[src/rtl/traffic_pkg.sv]
// Shared types and constants for the N-approach traffic light controller:
// FSM states, interval register selects and lamp bit offsets.
package traffic_pkg;

    typedef enum logic [1:0] {
        GREEN_BASE = 2'd0,
        GREEN_EXT  = 2'd1,
        YELLOW     = 2'd2,
        WALK       = 2'd3
    } state_e;

    typedef enum logic [1:0] {
        TP_BASE = 2'b00,
        TP_EXT  = 2'b01,
        TP_YEL  = 2'b10,
        TP_WALK = 2'b11
    } tp_sel_e;

    // Bit offsets of each lamp inside an approach's 3-bit lamp group.
    localparam int RED = 0;
    localparam int YEL = 1;
    localparam int GRN = 2;

    // Interval register that times a given state.
    function automatic tp_sel_e state_tp(input state_e s);
        case (s)
            GREEN_BASE: return TP_BASE;
            GREEN_EXT:  return TP_EXT;
            YELLOW:     return TP_YEL;
            default:    return TP_WALK;
        endcase
    endfunction

endpackage

[src/rtl/tick_timer.sv]
// Interval timer: a TICK_DIV-cycle prescaler feeding a TW-bit tick down-counter.
// expire pulses for one cycle in the last clk cycle of the loaded interval.
module tick_timer #(
    parameter int TICK_DIV = 4,
    parameter int TW       = 4,
    parameter int RST_VAL  = 6
) (
    input  logic          clk,
    input  logic          reset_n,
    input  logic          load,
    input  logic [TW-1:0] load_val,
    output logic          expire
);

    localparam int PW = (TICK_DIV > 1) ? $clog2(TICK_DIV) : 1;
    localparam logic [PW-1:0] PRE_LAST = PW'(TICK_DIV - 1);

    logic [PW-1:0] pre;
    logic [TW-1:0] cnt;
    logic          pre_last;

    assign pre_last = (pre == PRE_LAST);
    assign expire   = pre_last && (cnt == TW'(1));

    // NOTE: state registers use non-blocking assignments so every flop
    // samples pre-edge values regardless of block ordering.
    always_ff @(posedge clk or negedge reset_n) begin
        if (!reset_n) begin
            pre <= '0;
            cnt <= TW'(RST_VAL);
        end else if (load) begin
            pre <= '0;
            cnt <= load_val;
        end else if (pre_last) begin
            pre <= '0;
            if (cnt > TW'(1))
                cnt <= cnt - TW'(1);
        end else begin
            pre <= pre + PW'(1);
        end
    end

endmodule

[src/rtl/traffic_ctrl_multi.sv]
// Round-robin N-approach traffic light controller with one-shot green
// extension, all-red pedestrian walk phase and reprogrammable intervals.
module traffic_ctrl_multi
    import traffic_pkg::*;
#(
    parameter int N_APPROACH = 2,
    parameter int TICK_DIV   = 100_000_000,
    parameter int TW         = 4,
    parameter int DEF_BASE   = 6,
    parameter int DEF_EXT    = 3,
    parameter int DEF_YEL    = 2,
    parameter int DEF_WALK   = 3
) (
    input  logic                          clk,
    input  logic                          reset_n,
    input  logic [N_APPROACH-1:0]         sensor,
    input  logic                          walk,
    input  logic                          reprogram,
    input  logic [1:0]                    tp_sel,
    input  logic [TW-1:0]                 t_val,
    output logic [3*N_APPROACH-1:0]       lamps,
    output logic                          walk_lamp,
    output logic [$clog2(N_APPROACH)-1:0] cur_app
);

    localparam int AW = $clog2(N_APPROACH);
    localparam logic [AW-1:0] LAST = AW'(N_APPROACH - 1);

    logic [1:0]    rst_sync;
    logic          rst_n_int;
    state_e        state, state_n;
    logic [AW-1:0] app_n, app_next;
    logic          entry;
    logic          expire;
    logic [TW-1:0] ivl [4];
    logic [TW-1:0] t_sat, load_val;
    logic          walk_latch;

    function automatic logic [3*N_APPROACH-1:0] lamp_decode(input state_e s,
                                                            input logic [AW-1:0] a);
        logic [3*N_APPROACH-1:0] l;
        l = '0;
        for (int i = 0; i < N_APPROACH; i++) begin
            if (s != WALK && AW'(i) == a)
                l[3*i + ((s == YELLOW) ? YEL : GRN)] = 1'b1;
            else
                l[3*i + RED] = 1'b1;
        end
        return l;
    endfunction

    // Assert asynchronously, release two clk edges after reset_n rises.
    always_ff @(posedge clk or negedge reset_n) begin
        if (!reset_n) rst_sync <= 2'b00;
        else          rst_sync <= {rst_sync[0], 1'b1};
    end
    assign rst_n_int = rst_sync[1];

    assign t_sat    = (t_val == '0) ? TW'(1) : t_val;
    assign app_next = (cur_app == LAST) ? '0 : cur_app + AW'(1);

    // NOTE: every always_comb output gets a default first so no path can
    // leave it unassigned and infer a latch.
    always_comb begin
        state_n = state;
        app_n   = cur_app;
        entry   = 1'b0;
        if (reprogram) begin
            state_n = GREEN_BASE;
            app_n   = '0;
            entry   = 1'b1;
        end else if (expire) begin
            entry = 1'b1;
            case (state)
                GREEN_BASE: state_n = sensor[cur_app] ? GREEN_EXT : YELLOW;
                GREEN_EXT:  state_n = YELLOW;
                YELLOW: begin
                    if (walk_latch) begin
                        state_n = WALK;
                    end else begin
                        state_n = GREEN_BASE;
                        app_n   = app_next;
                    end
                end
                default: begin
                    state_n = GREEN_BASE;
                    app_n   = app_next;
                end
            endcase
        end
    end

    // A reprogram restart uses the value being written in the same cycle.
    always_comb begin
        load_val = ivl[state_tp(state_n)];
        if (reprogram && tp_sel == state_tp(state_n))
            load_val = t_sat;
    end

    always_ff @(posedge clk or negedge rst_n_int) begin
        if (!rst_n_int) begin
            state     <= GREEN_BASE;
            cur_app   <= '0;
            lamps     <= lamp_decode(GREEN_BASE, '0);
            walk_lamp <= 1'b0;
        end else begin
            state     <= state_n;
            cur_app   <= app_n;
            lamps     <= lamp_decode(state_n, app_n);
            walk_lamp <= (state_n == WALK);
        end
    end

    // NOTE: the four interval registers are a tiny register file with
    // defined power-up values, so they are reset like ordinary flops.
    always_ff @(posedge clk or negedge rst_n_int) begin
        if (!rst_n_int) begin
            ivl[TP_BASE] <= TW'(DEF_BASE);
            ivl[TP_EXT]  <= TW'(DEF_EXT);
            ivl[TP_YEL]  <= TW'(DEF_YEL);
            ivl[TP_WALK] <= TW'(DEF_WALK);
        end else if (reprogram) begin
            ivl[tp_sel] <= t_sat;
        end
    end

    // A press in any non-WALK cycle wins over the clear on WALK entry.
    always_ff @(posedge clk or negedge rst_n_int) begin
        if (!rst_n_int)
            walk_latch <= 1'b0;
        else if (walk && state != WALK)
            walk_latch <= 1'b1;
        else if (entry && state_n == WALK)
            walk_latch <= 1'b0;
    end

    tick_timer #(
        .TICK_DIV (TICK_DIV),
        .TW       (TW),
        .RST_VAL  (DEF_BASE)
    ) u_timer (
        .clk      (clk),
        .reset_n  (rst_n_int),
        .load     (entry),
        .load_val (load_val),
        .expire   (expire)
    );

endmodule

[config.mk]
export PLATFORM = sky130hd
export DESIGN_NAME = traffic_ctrl_multi
export DESIGN_NICKNAME = d
export VERILOG_FILES = /design/src/rtl/traffic_pkg.sv /design/src/rtl/tick_timer.sv /design/src/rtl/traffic_ctrl_multi.sv
export SDC_FILE = /design/constraint.sdc
export NUM_CORES = 1
export LEC_CHECK = 0
export ABC_CLOCK_PERIOD_IN_PS = 3100
export BUFFER_PORTS_ARGS = -buffer_cell sky130_fd_sc_hd__buf_2
export CAP_MARGIN = 20
export CORE_UTILIZATION = 45
export DETAILED_ROUTE_END_ITERATION = 8
export GPL_ROUTABILITY_DRIVEN = 0
export PLACE_DENSITY = 0.62
export SKIP_LAST_GASP = 1
export SYNTH_ARGS = -nofsm -noshare
export SYNTH_HDL_FRONTEND = slang
export SYNTH_SLANG_ARGS = --single-unit
[constraint.sdc]
create_clock -name clk -period 3.1 [get_ports clk]
set_input_delay 0.62 -clock clk [delete_from_list [all_inputs] [get_ports clk]]
set_output_delay 0.62 -clock clk [all_outputs]
set_load 0.02 [all_outputs]
Yosys cells after proc, flatten, opt, wreduce, memory -nomap -nowiden
Cells that the tools add are included.

word-level totals
  register bits = 60
  input bits = 12
  output and inout bits = 8
  logic and storage cells = 96

cells by class
  add/sub/neg operators = 4
  magnitude comparators = 9
  equal/unequal tests = 10
  muxes and demuxes = 40
  bitwise logic cells = 4
  reductions and logical operators = 17

operators with widths
  kind                                                                           count
  27-bit 2-to-1 mux                                                              2
  32-bit by 1-bit >= comparator with 1-bit output, second input constant         1
  32-bit by 5-bit less-than comparator with 1-bit output, second input constant  1
  4-bit 2-to-1 mux                                                               8
  27-bit by 1-bit adder with 27-bit output, second input constant                1
  27-bit == test, second input constant                                          1
  16-bit bitwise mux                                                             1
  1-bit 2-to-1 mux                                                               14
  2-bit 2-to-1 mux                                                               6
  2-bit one-hot mux with 3 select lines                                          2
  1-bit logical AND                                                              9
  4-bit binary-select mux with 2-bit select                                      1
  4-bit demux with 2-bit select                                                  1
  1-bit demux with 3-bit select                                                  2
  2-bit == test, second input constant                                           3
  3-bit >= comparator, second input constant                                     2
  2-bit inverter with 3-bit output                                               2
  6-bit bitwise OR                                                               1
  2-bit nonzero test                                                             3
  5-bit 2-to-1 mux                                                               1
  2-bit by 1-bit == test with 1-bit output, second input constant                2
  4-bit by 1-bit == test with 1-bit output, second input constant                1
  4-bit by 1-bit > comparator with 1-bit output, second input constant           1
  2-bit zero test                                                                2
  other kinds (15)                                                               16

Logic depth before layout (Yosys ltp)
  depth in word-level cells = 15
  mapped depth = 9
  gate-level depth less buffers = 8

Hierarchy
A second synthesis with hierarchy kept.

second synthesis, totals
  cells, all modules = 309
  area total of the unflattened synthesis = 3196.8 µm²

by module, submodules not included
  module              instances  cells each  area an instance (µm²)  sequential area each (µm²)
  tick_timer          1          183         1818.0                  778.2
  traffic_ctrl_multi  1          126         1378.8                  737.0

Worst setup path before layout
Ideal clock, no wire load.

  path kind = reg2reg
  from = register u_timer.cnt[1]
  to = register u_timer.cnt[0]
  setup time = 0.145 ns
  data arrival time = 1.985 ns
  required time = 2.955 ns
  path slack = 0.970 ns
  cell stages (with the launch flop) = 10
  path buffers = 1
  clock period less this slack = 2.130 ns
  cell sequence = dfstp_2 -> inv_1 -> ha_1 -> and4bb_2 -> and4_1 -> a21oi_1 -> or2_1 -> buf_2 -> mux2i_1 -> o211ai_1

between the ends
  cells in the longest elaborated chain, start to end = 12
  elaborated cells on any way between the ends = 22
  classes of those cells = order compare: 1; eq/ne: 4; mux: 10; bitwise: 1; reduce/logical: 6

ends and longest elaborated chain
  element                                                 line                      source
  from (decl)                                             tick_timer.sv:19          logic [TW-1:0] cnt;
  from (signal assigned)                                  tick_timer.sv:30          cnt <= TW'(RST_VAL);
  from (signal assigned)                                  tick_timer.sv:33          cnt <= load_val;
  from (signal assigned)                                  tick_timer.sv:37          cnt <= cnt - TW'(1);
  4-bit by 1-bit == test with 1-bit output (*)            tick_timer.sv:23          assign expire = pre_last && (cnt == TW'(1));
  1-bit logical AND (*)                                   tick_timer.sv:23
  2-bit 2-to-1 mux (*)                                    traffic_ctrl_multi.sv:72  end else if (expire) begin
  2-bit 2-to-1 mux (*)                                    traffic_ctrl_multi.sv:68  if (reprogram) begin
  named net state_n[0]                                    traffic_ctrl_multi.sv:31  state_e state, state_n;
  2-bit == test, or another cell as far along             traffic_pkg.sv:26         case (s)
  2-bit one-hot mux with 3 select lines (*)               traffic_pkg.sv:26
  2-bit inverter with 3-bit output (implied by the code)  traffic_ctrl_multi.sv:95  load_val = ivl[state_tp(state_n)];
  4-bit binary-select mux with 2-bit select               traffic_ctrl_multi.sv:95
  4-bit 2-to-1 mux (implied by the code) (2 in a row)     traffic_ctrl_multi.sv:95
  4-bit 2-to-1 mux (*)                                    traffic_ctrl_multi.sv:96  if (reprogram && tp_sel == state_tp(state_n))
  4-bit 2-to-1 mux (*)                                    tick_timer.sv:31          end else if (load) begin

The timed path passes the listed nets; every way through them passes the cells marked *. The select of a mux whose other input is x is not followed.
A chain may end at the register's enable or synchronous reset.

Worst setup path after layout
  from = register u_timer.pre[0]
  to = register u_timer.cnt[0]

between the ends
  cells in the longest elaborated chain, start to end = 12
  elaborated cells on any way between the ends = 21
  classes of those cells = eq/ne: 4; mux: 10; bitwise: 1; reduce/logical: 6

ends and longest elaborated chain
  element                                                 line                      source
  from (decl)                                             tick_timer.sv:18          logic [PW-1:0] pre;
  from (signal assigned)                                  tick_timer.sv:39          pre <= pre + PW'(1);
  27-bit == test (*)                                      tick_timer.sv:22          assign pre_last = (pre == PRE_LAST);
  1-bit logical AND                                       tick_timer.sv:23
  2-bit 2-to-1 mux                                        traffic_ctrl_multi.sv:72
  2-bit 2-to-1 mux                                        traffic_ctrl_multi.sv:68
  2-bit == test, or another cell as far along             traffic_pkg.sv:26
  2-bit one-hot mux with 3 select lines                   traffic_pkg.sv:26
  2-bit inverter with 3-bit output (implied by the code)  traffic_ctrl_multi.sv:95
  4-bit binary-select mux with 2-bit select               traffic_ctrl_multi.sv:95
  4-bit 2-to-1 mux (implied by the code) (2 in a row)     traffic_ctrl_multi.sv:95
  4-bit 2-to-1 mux                                        traffic_ctrl_multi.sv:96
  4-bit 2-to-1 mux                                        tick_timer.sv:31

Every way passes the cells marked *; elsewhere a longest branch is shown, timed or not. The select of a mux whose other input is x is not followed.

==> key figures <==
GRT
  • Vias in the first global route: 2432
  • Total GRT Usage: 20.7%
  • Initial antenna violation count: 0
  • Largest net degree at the start of global routing: 26
  • Global-route wire length before repair: 11400 µm
  • Total gr overflow: 0

CTS
  • Max clock buf depth: 2
  • Clock Sinks: 60
  • CTS Hold Bufs: 0
  • Total CTS buffers: 9
  • CTS tree: done
  • Clk_lat worst skew: 350 ps
  • CTS H-tree depth: 3
  • CTS resizes: 0
  • Setup bufs post-CTS: 0
  • Clock Pin Slew Worst Setup and Hold Paths: 70 ps
  • Root Buffer: clkbuf_8

Status
  • Status: complete, no violations

Timing
  • Final count of negative-setup-slack endpoints: 0
  • WHS: 52.7 ps
  • Final Max Slew Viols: 0
  • Slew headroom: 52.3%
  • Final Critical Period: 2540 ps
  • Final setup TNS: 0 ps
  • Final Hold Fails: 0
  • Tcrit/Tclk final: 81.8%
  • Clk_skew: 15.2 ps
  • Worst-Margin Slew: 710 ps
  • RSZ-0062 raised after global routing: false
  • Achievable Freq: 394 MHz

Final layout
  • Ratio of cells with drive above 1 in the final layout: 21.1%
  • Post-layout util: 53.0%
  • Antenna Cells: 0
  • NumNets Final: 341
  • Final Cell Area: 3430 µm²
  • P&R area growth vs syn: 12.1%

Drt
  • M1 WL: 3110 µm
  • DRC: 0
  • Met2 wire len: 2890 µm
  • Max layer used: met4
  • Initial DRC Count: 161
  • WL final: 6470 µm
  • DRT Pass-1 Iters: 4
  • Via-to-Cell Ratio: 5.75
  • Met3 wire length: 329 µm
  • ANT nets after route: 0
  • Routed len/inst: 15.9 µm
  • Vias: 2348

Setup path
  • CP arrival: 2750 ps
  • Critical Setup Path Class: reg2reg
  • WP data required: 3320 ps
  • Origin of the worst setup path: u_timer.pre[0]
  • Crit start category: register
  • CP max FO: 6
  • CP Capture Type: register
  • Worst r2r src: u_timer.pre[0]

Place
  • DP Area: 3220 µm²
  • DP HPWL: 4660 µm
  • Port Buffers: 19

Floorplan
  • Die X: 84.4 µm
  • Die Ht: 84.4 µm
  • Core Area: 6460 µm²
  • Top-Level Pins: 20
  • Die area: 7130 µm²
  • Rows: 29
  • Starting density of the core: 47.3%

Synth
  • Number of synthesized flops with an enable pin: 0
  • Post-Syn Nets: 319
  • Syn avg cell area: 10.1 µm²
  • Distinct cells, synth: 51
  • FF+latch count, synth: 60
  • FFs w/ async S/R, synth: 100%
  • Sequential-to-total area share from yosys stat: 49.6%
  • Mapped Cells: 304
  • YS warnings: 0
  • Synth Cell Area: 3060 µm²
  • Main synth FF type: dfrtp_1

Power and ir drop
  • Cell Pwr Density: 521 nW/µm²
  • Leakage Power: 0.00144 µW
  • Worst IR drop on VDD: 0.322 mV

Run
  • Max-cap violations: 0

Worst hold path
  • Hold Crit Class: in2async
per-layer routing:
metal	global-route usage, %	vias to the layer above
li1	-	1129
met1	28.5	1145
met2	30.8	61
met3	4.72	13
met4	10.6	0
met5	0	-
cells by family (layout without fill, tap and decap cells):
logic type / Yosys count / in the layout / synth area share (%)
compound gates: 45 / 45 / 10.0
xor+xnor: 24 / 24 / 6.88
buf+inv: 18 / 45 / 2.74
other cells: 1 / 1 / 0.123
fa+ha+maj: 3 / 3 / 1.23
simple gates: 141 / 141 / 25.1
flops: 60 / 60 / 49.6
mux: 12 / 12 / 4.34
worst max-delay path: stages, from the launching register on:
cell,delay (ps)
dfrtp_1,390
ha_1,230
and4_1,340
nand4_1,160
nor3_1,600
or2_1,310
mux2i_1,280
o211ai_1,110
report_power, final:
group	internal, µW	leakage [µW]	switching [µW]
combinational	74.9	0.000577	90.4
sequential	853	0.000763	47.4
clock	412	0.000102	308
total	1340	0.00144	445
placed cells by master (no fill, tap or decap), types with 3 or more instances in the layout:
| cell type | synthesis | routed |
|---|---|---|
| buf_4 | 0 | 3 |
| mux2_2 | 10 | 10 |
| o21ai_0 | 10 | 10 |
| nand2_1 | 33 | 33 |
| dfstp_2 | 11 | 11 |
| nand4_1 | 10 | 10 |
| ha_1 | 3 | 3 |
| nor4_1 | 3 | 3 |
| nand3_1 | 12 | 12 |
| buf_2 | 7 | 19 |
| nor2_1 | 38 | 38 |
| xor2_1 | 19 | 19 |
| o21a_1 | 5 | 5 |
| clkbuf_8 | 0 | 11 |
| and4_1 | 5 | 5 |
| a211oi_1 | 4 | 4 |
| and3_1 | 4 | 4 |
| o211ai_1 | 4 | 4 |
| xnor2_1 | 5 | 5 |
| inv_1 | 7 | 7 |
| dfrtp_1 | 49 | 48 |
| nand3b_1 | 3 | 3 |
| a21oi_1 | 7 | 7 |
| or3_1 | 5 | 5 |
| nor3_1 | 9 | 9 |
state kept, by name, summed over array words and instances, names as in the netlist:
signal	cells
ivl	16
walk_latch	1
rst_sync	2
lamps	6
walk_lamp	1
state	2
u_timer.pre	27
cur_app	1
u_timer.cnt	4
per-stage QoR:
stage | setup slack (ps) | cells | total power [µW]
CTS | 574 | 408 | 1810
global route | 438 | 408 | 1880
detailed placement | 601 | 392 | 1080
global placement | 653 | 392 | 1080
floorplan | 970 | 304 | 1020
finish | 563 | 408 | 1790
synth_stat cells (3+ instances only):
master	number	area share [%]
a21oi_1	7	1.1
a211oi_1	4	0.98
buf_2	7	1.1
nor2_1	38	4.7
and3_1	4	0.82
nor3_1	9	1.5
dfrtp_1	49	40
mux2_2	10	3.7
and4_1	5	1.4
xor2_1	19	5.4
clkbuf_1	3	0.37
ha_1	3	1.2
nand4_1	10	2.0
o211ai_1	4	0.98
nand2_1	33	4.1
or3_1	5	1.0
o21ai_0	10	1.6
nand3b_1	3	0.74
nand3_1	12	2.0
inv_1	7	0.86
o21a_1	5	1.2
xnor2_1	5	1.4
nor4_1	3	0.61
dfstp_2	11	9.5
layout make-up:
type | instances | area, µm²
clock buffer | 12 | 155
clock inverter | 4 | 47.5
fill | 580 | 3030
inverter | 7 | 26.3
multi-input combinational | 226 | 1470
sequential | 60 | 1520
tap | 77 | 96.3
timing repair buffer | 22 | 118
worst paths after layout:
kind / end / slack, ps / cells past startpoint
setup / recovery: u_timer.cnt[0] / 560 / 7
hold / removal: rst_sync[1] / 50 / 1
setup reg to reg: u_timer.cnt[0] / 560 / 7
hold reg to reg: u_timer.pre[7] / 250 / 0
max in group asynchronous: u_timer.cnt[1] / 2160 / 1
min in group clk: rst_sync[1] / 360 / 0
Note: power is estimated with default switching activity, not from simulation.
